**src/rtl/tlb_op_unit.sv**
```systemverilog
// tlb_op_unit: COP0-side sequencer for TLBP/TLBR/TLBWI/TLBWR and owner of the
// COP0 Random register. Drives the MMU TLB port and writes probe/read results
// back into COP0 Index/EntryHi/EntryLo0/EntryLo1/PageMask.
// Optional feature macro: TLB_OP_WIRED_EN -- when defined, Random honours
// wired_i/wired_we; when undefined, Random free-runs 31..0 and wraps.
module tlb_op_unit #(
  parameter int TLB_ENTRIES = 32
) (
  input  logic        clk,
  input  logic        rst,
  input  logic        op_valid,
  input  logic [1:0]  op_type,
  output logic        op_ready,
  output logic        op_done,
  input  logic [4:0]  index_i,
  input  logic [31:0] entryhi_i,
  input  logic [31:0] entrylo0_i,
  input  logic [31:0] entrylo1_i,
  input  logic [31:0] pagemask_i,
  input  logic [4:0]  wired_i,
  input  logic        wired_we,
  output logic        wtlb,
  output logic [4:0]  tlb_addr,
  output logic [89:0] tlb_wdata,
  output logic        probe_req,
  input  logic [31:0] tlbp_result,
  input  logic [89:0] tlbr_result,
  output logic        index_we,
  output logic [31:0] index_wdata,
  output logic        entry_we,
  output logic [31:0] entryhi_wdata,
  output logic [31:0] entrylo0_wdata,
  output logic [31:0] entrylo1_wdata,
  output logic [31:0] pagemask_wdata,
  output logic [31:0] random_o
);

  localparam logic [4:0] RAND_MAX = 5'(TLB_ENTRIES - 1);

  localparam logic [1:0] OP_TLBP  = 2'b00;
  localparam logic [1:0] OP_TLBR  = 2'b01;
  localparam logic [1:0] OP_TLBWI = 2'b10;
  localparam logic [1:0] OP_TLBWR = 2'b11;

  typedef enum logic [1:0] {
    ST_IDLE  = 2'd0,
    ST_ISSUE = 2'd1,
    ST_WAIT  = 2'd2,
    ST_DONE  = 2'd3
  } state_t;

  // Packs the COP0 view of an entry into the 90-bit MMU format.
  // lo*_f are EntryLo[25:1] = {PFN, C, D, V}; G is the AND of both EntryLo G bits.
  function automatic logic [89:0] pack_entry(
    input logic [11:0] mask,
    input logic [18:0] vpn2,
    input logic [7:0]  asid,
    input logic        g,
    input logic [24:0] lo0_f,
    input logic [24:0] lo1_f
  );
    pack_entry = {mask, vpn2, asid, g, lo0_f, lo1_f};
  endfunction

  // Rebuilds a COP0 EntryLo word from its {PFN, C, D, V} field and the shared G.
  function automatic logic [31:0] make_entrylo(
    input logic [24:0] lo_f,
    input logic        g
  );
    make_entrylo = {6'd0, lo_f, g};
  endfunction

  state_t      state_q, state_d;
  logic [1:0]  op_q, op_d;
  logic        op_ready_q, op_ready_d;
  logic        op_done_q, op_done_d;
  logic        wtlb_q, wtlb_d;
  logic        probe_req_q, probe_req_d;
  logic        index_we_q, index_we_d;
  logic        entry_we_q, entry_we_d;
  logic [4:0]  tlb_addr_q, tlb_addr_d;
  logic [89:0] tlb_wdata_q, tlb_wdata_d;
  logic [31:0] index_wdata_q, index_wdata_d;
  logic [31:0] entryhi_wdata_q, entryhi_wdata_d;
  logic [31:0] entrylo0_wdata_q, entrylo0_wdata_d;
  logic [31:0] entrylo1_wdata_q, entrylo1_wdata_d;
  logic [31:0] pagemask_wdata_q, pagemask_wdata_d;
  logic [4:0]  random_q, random_d;
  logic [89:0] packed_in;

  assign packed_in = pack_entry(pagemask_i[24:13], entryhi_i[31:13], entryhi_i[7:0],
                                entrylo0_i[0] & entrylo1_i[0],
                                entrylo0_i[25:1], entrylo1_i[25:1]);

  // COP0 fields that never reach the TLB or the write-back path.
  logic unused_bits;
  assign unused_bits = ^{entryhi_i[12:8], entrylo0_i[31:26], entrylo1_i[31:26],
                         pagemask_i[31:25], pagemask_i[12:0], tlbp_result[30:5]};

`ifdef TLB_OP_WIRED_EN
  // Random next value: a Wired write or reaching the Wired floor reloads the top.
  // The floor test uses <= so a stale Random below Wired is pulled back into range.
  always_comb begin
    random_d = random_q;
    if (wired_we) begin
      random_d = RAND_MAX;
    end else if (random_q <= wired_i) begin
      random_d = RAND_MAX;
    end else begin
      random_d = random_q - 5'd1;
    end
  end
`else
  logic unused_wired;
  assign unused_wired = ^{wired_i, wired_we};

  // Random next value: free-running down-counter that wraps from 0 back to the top.
  always_comb begin
    random_d = random_q;
    if (random_q == 5'd0) begin
      random_d = RAND_MAX;
    end else begin
      random_d = random_q - 5'd1;
    end
  end
`endif

  // Random register; reset puts it at the top entry.
  always_ff @(posedge clk or posedge rst) begin
    if (rst) begin
      random_q <= RAND_MAX;
    end else begin
      random_q <= random_d;
    end
  end

  // Sequencer next state and next registered outputs; strobes default low each cycle.
  always_comb begin
    state_d          = state_q;
    op_d             = op_q;
    op_ready_d       = 1'b0;
    op_done_d        = 1'b0;
    wtlb_d           = 1'b0;
    probe_req_d      = 1'b0;
    index_we_d       = 1'b0;
    entry_we_d       = 1'b0;
    tlb_addr_d       = tlb_addr_q;
    tlb_wdata_d      = tlb_wdata_q;
    index_wdata_d    = index_wdata_q;
    entryhi_wdata_d  = entryhi_wdata_q;
    entrylo0_wdata_d = entrylo0_wdata_q;
    entrylo1_wdata_d = entrylo1_wdata_q;
    pagemask_wdata_d = pagemask_wdata_q;
    case (state_q)
      ST_IDLE: begin
        if (op_valid) begin
          // Everything the op needs is captured now so later COP0 changes cannot leak in.
          state_d     = ST_ISSUE;
          op_d        = op_type;
          tlb_wdata_d = packed_in;
          wtlb_d      = op_type[1];
          probe_req_d = (op_type == OP_TLBP);
          if (op_type == OP_TLBWR) begin
            tlb_addr_d = random_q;
          end else begin
            tlb_addr_d = index_i;
          end
        end else begin
          op_ready_d = 1'b1;
        end
      end
      ST_ISSUE: begin
        if (op_q[1]) begin
          // Write already strobed during ISSUE; nothing to wait for.
          state_d   = ST_DONE;
          op_done_d = 1'b1;
        end else begin
          state_d     = ST_WAIT;
          probe_req_d = (op_q == OP_TLBP);
        end
      end
      ST_WAIT: begin
        state_d   = ST_DONE;
        op_done_d = 1'b1;
        if (op_q == OP_TLBP) begin
          // Index[4:0] is written even on a miss; bit 31 carries the miss flag.
          index_we_d    = 1'b1;
          index_wdata_d = {tlbp_result[31], 26'd0, tlbp_result[4:0]};
        end else begin
          entry_we_d       = 1'b1;
          pagemask_wdata_d = {7'd0, tlbr_result[89:78], 13'd0};
          entryhi_wdata_d  = {tlbr_result[77:59], 5'd0, tlbr_result[58:51]};
          entrylo0_wdata_d = make_entrylo(tlbr_result[49:25], tlbr_result[50]);
          entrylo1_wdata_d = make_entrylo(tlbr_result[24:0], tlbr_result[50]);
        end
      end
      ST_DONE: begin
        state_d    = ST_IDLE;
        op_ready_d = 1'b1;
      end
      default: begin
        state_d    = ST_IDLE;
        op_ready_d = 1'b1;
      end
    endcase
  end

  // Sequencer state and registered outputs; reset abandons any in-flight op.
  always_ff @(posedge clk or posedge rst) begin
    if (rst) begin
      state_q          <= ST_IDLE;
      op_q             <= OP_TLBP;
      op_ready_q       <= 1'b1;
      op_done_q        <= 1'b0;
      wtlb_q           <= 1'b0;
      probe_req_q      <= 1'b0;
      index_we_q       <= 1'b0;
      entry_we_q       <= 1'b0;
      tlb_addr_q       <= 5'd0;
      tlb_wdata_q      <= 90'd0;
      index_wdata_q    <= 32'd0;
      entryhi_wdata_q  <= 32'd0;
      entrylo0_wdata_q <= 32'd0;
      entrylo1_wdata_q <= 32'd0;
      pagemask_wdata_q <= 32'd0;
    end else begin
      state_q          <= state_d;
      op_q             <= op_d;
      op_ready_q       <= op_ready_d;
      op_done_q        <= op_done_d;
      wtlb_q           <= wtlb_d;
      probe_req_q      <= probe_req_d;
      index_we_q       <= index_we_d;
      entry_we_q       <= entry_we_d;
      tlb_addr_q       <= tlb_addr_d;
      tlb_wdata_q      <= tlb_wdata_d;
      index_wdata_q    <= index_wdata_d;
      entryhi_wdata_q  <= entryhi_wdata_d;
      entrylo0_wdata_q <= entrylo0_wdata_d;
      entrylo1_wdata_q <= entrylo1_wdata_d;
      pagemask_wdata_q <= pagemask_wdata_d;
    end
  end

  assign op_ready       = op_ready_q;
  assign op_done        = op_done_q;
  assign wtlb           = wtlb_q;
  assign probe_req      = probe_req_q;
  assign index_we       = index_we_q;
  assign entry_we       = entry_we_q;
  assign tlb_addr       = tlb_addr_q;
  assign tlb_wdata      = tlb_wdata_q;
  assign index_wdata    = index_wdata_q;
  assign entryhi_wdata  = entryhi_wdata_q;
  assign entrylo0_wdata = entrylo0_wdata_q;
  assign entrylo1_wdata = entrylo1_wdata_q;
  assign pagemask_wdata = pagemask_wdata_q;
  assign random_o       = {27'd0, random_q};

endmodule

```
**config.mk**
```make
export PLATFORM = sky130hd
export DESIGN_NAME = tlb_op_unit
export DESIGN_NICKNAME = d
export VERILOG_FILES = /design/src/rtl/tlb_op_unit.sv
export SDC_FILE = /design/constraint.sdc
export NUM_CORES = 1
export LEC_CHECK = 0
export CAP_MARGIN = 25
export CORE_AREA = 3 3 217 219
export CTS_CLUSTER_SIZE = 25
export DETAILED_ROUTE_END_ITERATION = 7
export DIE_AREA = 0 0 220 222
export HOLD_SLACK_MARGIN = 0.1
export PLACE_DENSITY_LB_ADDON = 0.05
export SYNTH_ARGS = -nofsm -noshare
export SYNTH_HDL_FRONTEND = slang
export SYNTH_SLANG_ARGS = --single-unit
```
**constraint.sdc**
```tcl
create_clock -name clk -period 7.9 [get_ports clk]
set_input_delay 0.79 -clock clk [delete_from_list [all_inputs] [get_ports clk]]
set_output_delay 0.79 -clock clk [all_outputs]
set_load 0.02 [all_outputs]
```
# Yosys cells after proc, flatten, opt, wreduce, memory -nomap -nowiden
# Cells that the tools add are included.
[op_classes]
addsub = 1
n_mul = 0
div = 0
order_cmp = 0
n_eq_ne = 5
n_shift = 0
muxes = 18
n_bitwise = 2
reduce_logical = 7
[ops]
columns = ["op", "n"]
rows = [
  ["1-bit 2-to-1 mux", 11],
  ["5-bit 2-to-1 mux", 2],
  ["2-bit case mux with 4 select lines", 1],
  ["2-bit equality test (second input constant)", 3],
  ["2-bit logical NOT", 3],
  ["1-bit case mux with 2 select lines", 3],
  ["2-bit AND reduction", 3],
  ["5-bit logical NOT", 1],
  ["5-bit by 1-bit subtractor with 5-bit output (second input constant)", 1],
  ["2-bit by 1-bit equality test with 1-bit output (second input constant)", 1],
  ["2-bit 2-to-1 mux", 1],
  ["2-bit inequality test (second input constant)", 1],
  ["1-bit AND", 1],
  ["1-bit NOT", 1],
]
[word_totals]
reg_bits = 207
latch_bits = 0
ram_bits = 0
romBits = 0
output_inout_bits = 293
elab_cells = 49
n_memories = 0

# Depth between registers and ports, before layout
[logic_depth]
word_depth = 3
ltp_mapped = 7
ltp_nobuf = 5

# Worst setup path after synthesis
# Ideal clock, no wire load.
[synth_path]
kind = "input to register"
start = "input op_valid"
end = "register tlb_wdata_q[0] (netlist: tlb_wdata[0])"
setup_ns = 0.125
t_arrival_ns = 1.616
setup_slack_ns = 6.159
path_stages = 4
n_path_buf = 2
path_cell_list = "nand2_1 -> buf_2 -> buf_2 -> mux2_2"
[synth_between]
elab_chain_cells = 1
[synth_rtl]
columns = ["element", "line_no", "text"]
rows = [
  ["start, declared", "11", "input logic op_valid,"],
  ["2-bit AND reduction (no line)", "n/a", ""],
  ["end signal, assigned", "236", "tlb_wdata_q <= tlb_wdata_d;"],
  ["end, declared", "82", "logic [89:0] tlb_wdata_q, tlb_wdata_d;"],
]
# No other way between the ends.
# A chain may end at the register's enable or synchronous reset.

# Worst setup path after layout
[layout_path]
start = "input op_valid"
end = "register tlb_wdata_q[85] (netlist: tlb_wdata[85])"
# The elaborated chain is that of the path after synthesis.

==> metrics.md <==
| Metric | Value |
|---|---|
| Status | `finished clean` |
| Length of routed wiring on met1 | `11000 um` |
| Root buffer selected by CTS | `sky130_fd_sc_hd__clkbuf_16` |
| Layout-stage area growth over the synthesis result | `62.2%` |
| Vias in the first global route | `5871` |
| Transition time at the pin with the least slew margin | `0.886 ns` |
| Clock insertion delay at the later pin of the skew report | `0.55 ns` |
| Setup Crit Path Kind | `input pin to register` |
| Count of routing violations after the opening detailed-route iteration | `151` |
| Tot GR Track Use | `0.108` |
| Required time at the endpoint of the critical path | `8.32 ns` |
| Antenna Nets Post-Route | `0` |
| Critical Path Start Type | `input pin` |
| Final Core Density | `0.304` |
| Net count of the finished layout | `1245` |
| Fraction of the cycle the final worst path needs | `0.328` |
| Critical path endpoint category | `register` |
| Met2 routed wirelength | `12200 um` |
| Proportion of synthesized chip area in sequential cells | `0.609` |
| Peak supply drop | `0.162 mV` |
| Synth warn | `0` |
| Antenna violations before repair | `4` |
| Initial standard-cell utilization of the core | `0.187` |
| Minimum clock period | `2.60 ns` |
| Resize count post-CTS | `0` |
| Detail-routed via count per cell | `3.52` |
| Global route overflow | `0` |
| Worst clock skew | `0.0129 ns` |
| Port Buffers | `399` |
| Class of the worst hold path | `register to register` |
| Maximum fanout count along the critical path | `61` |
| DR vias | `5607` |
| Arrival time at the worst endpoint | `3.01 ns` |
| Aggregate routed wire length | `28000 um` |
| Buffers from clock root to sink, at most | `3` |
| DRC viols | `0` |
| Commonest cells after routing, fill and taps aside | `sky130_fd_sc_hd__clkdlybuf4s50_1, sky130_fd_sc_hd__dfrtp_1, sky130_fd_sc_hd__mux2_2` |
| Unrepaired setup endpoints after global routing | `false` |
| H-Tree Level Count | `1` |
| Cell types occupying the most area after synthesis | `sky130_fd_sc_hd__dfrtp_1, sky130_fd_sc_hd__mux2_2, sky130_fd_sc_hd__buf_4` |
| Die width | `220 um` |
| TritonCTS clock tree | `yes` |
| Highest layer used for signal routing | `met5` |
| Routability cong. | `0.669` |
| Routed wire per std cell | `17.5 um` |
| First-pass GRT wire length | `40000 um` |
| Count of boundary I/O pins | `559` |
| Mean Syn Cell Area | `15.1 um2` |
| Number of cells produced by synthesis | `562` |
| Pin count of the biggest net entering global routing | `105` |
| Headroom to the max-slew limit | `0.409` |
| Routed length on met3 | `4070 um` |
| Number of buffers inserted during clock tree synthesis | `29` |
| Post-CTS Hold Buffers | `0` |
| Num rows | `78` |
| Total negative setup slack | `0 ns` |
| Area of the die | `48800 um2` |
| Die Y-Extent | `222 um` |
| Setup violation total in the final timing report | `0` |
| Ratio of cells with drive above 1 in the final layout | `0.239` |
| Syn Std Cell Area | `8480 um2` |
| Power density relative to cell area | `437 nW/um2` |
| Final number of hold-violating endpoints | `0` |
| Drt first pass iters | `4` |
| Area share of the leading cell type in the synthesized netlist | `0.590` |
| Number of clock sinks | `206` |
| Dominant cell type by area after synthesis | `sky130_fd_sc_hd__dfrtp_1` |
| Most frequent standard cell in the layout excluding fill and tap cells | `sky130_fd_sc_hd__clkdlybuf4s50_1` |
| Flops & latches, synth | `206` |
| Post-CTS setup-driven buffer insertion count | `0` |
| Post-DP HPWL | `20100 um` |
| Distinct cell type count of the synthesized netlist | `26` |
| Min Hold Slack | `0.478 ns` |
| Register clock-pin slew on the reported worst setup and hold paths | `0.06 ns` |
| R2r setup slk | `5.30 ns` |
| Core area | `45300 um2` |
| Leakage power figure | `0.00579 uW` |
| Final slew viol count | `0` |
| Max-Cap Viols | `0` |
| Peak clock frequency supported by timing | `385 MHz` |
## critical path: stages
cell and delay, ns:
sky130_fd_sc_hd__clkdlybuf4s50_1 0.48, sky130_fd_sc_hd__nand2_4 0.47, sky130_fd_sc_hd__buf_4 0.76, sky130_fd_sc_hd__mux2_2 0.42
## per-stage QoR
stage                     area [um2]  setup WS (ns)  instances  total power, uW
after floorplan                 8810           1.50        651             3390
after global placement         12800           4.67       1541             4770
after detailed placement       12800           4.68       1542             4780
after CTS                      13700           5.23       1594             6160
after global routing           13700           5.12       1594             6390
final                          13800           5.30       1595             6010
## sequential cells by signal (all words and copies together), names as in the netlist
signal / count
index_wdata: 6
op_q: 2
tlb_addr: 5
entrylo1_wdata: 26
index_we: 1
tlb_wdata: 90
entryhi_wdata: 27
probe_req: 1
random_q: 5
entry_we: 1
wtlb: 1
entrylo0_wdata: 25
state_q: 2
pagemask_wdata: 12
op_ready: 1
op_done: 1
## logic make-up (layout without fill, tap and decap cells)
| group | count (synthesis) | in the layout | synth area share |
|---|---|---|---|
| DFF | 206 | 206 | 0.609 |
| muxes | 192 | 192 | 0.254 |
| buffers and inverters | 120 | 463 | 0.103 |
| and+or+nand+nor | 20 | 20 | 0.0103 |
| AOI/OAI and AO/OA | 15 | 15 | 0.0122 |
| adders and majority gates | 6 | 6 | 0.00885 |
| xor gates and xnor gates | 2 | 2 | 0.00207 |
| other | 1 | 91 | 0.000442 |
## layer usage
metal	track usage	up-vias
li1	-	2563
met1	0.131	2722
met2	0.162	271
met3	0.0682	43
met4	0.0251	8
met5	0	-
## cell usage after synthesis
library cell,instances
sky130_fd_sc_hd__o31ai_1,4
sky130_fd_sc_hd__nor2_1,5
sky130_fd_sc_hd__inv_1,8
sky130_fd_sc_hd__buf_2,7
sky130_fd_sc_hd__a21o_1,1
sky130_fd_sc_hd__conb_1,1
sky130_fd_sc_hd__clkbuf_1,1
sky130_fd_sc_hd__nand2_1,10
sky130_fd_sc_hd__o21ai_0,6
sky130_fd_sc_hd__mux2i_1,5
sky130_fd_sc_hd__xor2_1,1
sky130_fd_sc_hd__buf_6,6
sky130_fd_sc_hd__and3_1,1
sky130_fd_sc_hd__a22oi_1,2
sky130_fd_sc_hd__mux2_2,179
sky130_fd_sc_hd__xnor2_1,1
sky130_fd_sc_hd__nand2b_1,1
sky130_fd_sc_hd__nor2b_1,2
sky130_fd_sc_hd__dfrtp_1,200
sky130_fd_sc_hd__a21oi_1,1
sky130_fd_sc_hd__and2_1,1
sky130_fd_sc_hd__mux2_1,8
sky130_fd_sc_hd__o21ai_4,1
sky130_fd_sc_hd__dfstp_2,6
sky130_fd_sc_hd__ha_1,6
sky130_fd_sc_hd__buf_4,98
## report_power, final
group          switching, uW  leakage, uW  total (uW)  internal [uW]
sequential               255      0.00242        1840           1590
combinational           1370      0.00289        2860           1490
clock                    500     0.000478        1310            809
total                   2120      0.00579        6010           3890
## area by class of cell
| class | instances | area [um2] |
|---|---|---|
| tap | 600 | 751 |
| multi-input combinational | 325 | 2790 |
| clock buffer | 43 | 858 |
| inverter | 8 | 37.5 |
| antenna | 1 | 2.50 |
| fill | 4684 | 31500 |
| clock inverter | 9 | 98.8 |
| sequential | 206 | 5160 |
| timing repair buffer | 403 | 4060 |
## worst paths after layout
| kind | start | endpoint | cells after the start |
|---|---|---|---|
| setup / recovery | op_valid | tlb_wdata[85]$_DFFE_PP0P_ | 4 |
| hold / removal | tlb_addr[1]$_DFFE_PP0P_ | tlb_addr[1]$_DFFE_PP0P_ | 2 |
| setup reg to reg | state_q[0]$_DFFE_PP0P_ | tlb_wdata[85]$_DFFE_PP0P_ | 5 |
| hold reg to reg | tlb_addr[1]$_DFFE_PP0P_ | tlb_addr[1]$_DFFE_PP0P_ | 2 |
| max in group asynchronous | rst | tlb_wdata[37]$_DFFE_PP0P_ | 3 |
| min in group asynchronous | rst | tlb_wdata[11]$_DFFE_PP0P_ | 2 |
(Power assumes the default switching activity.)
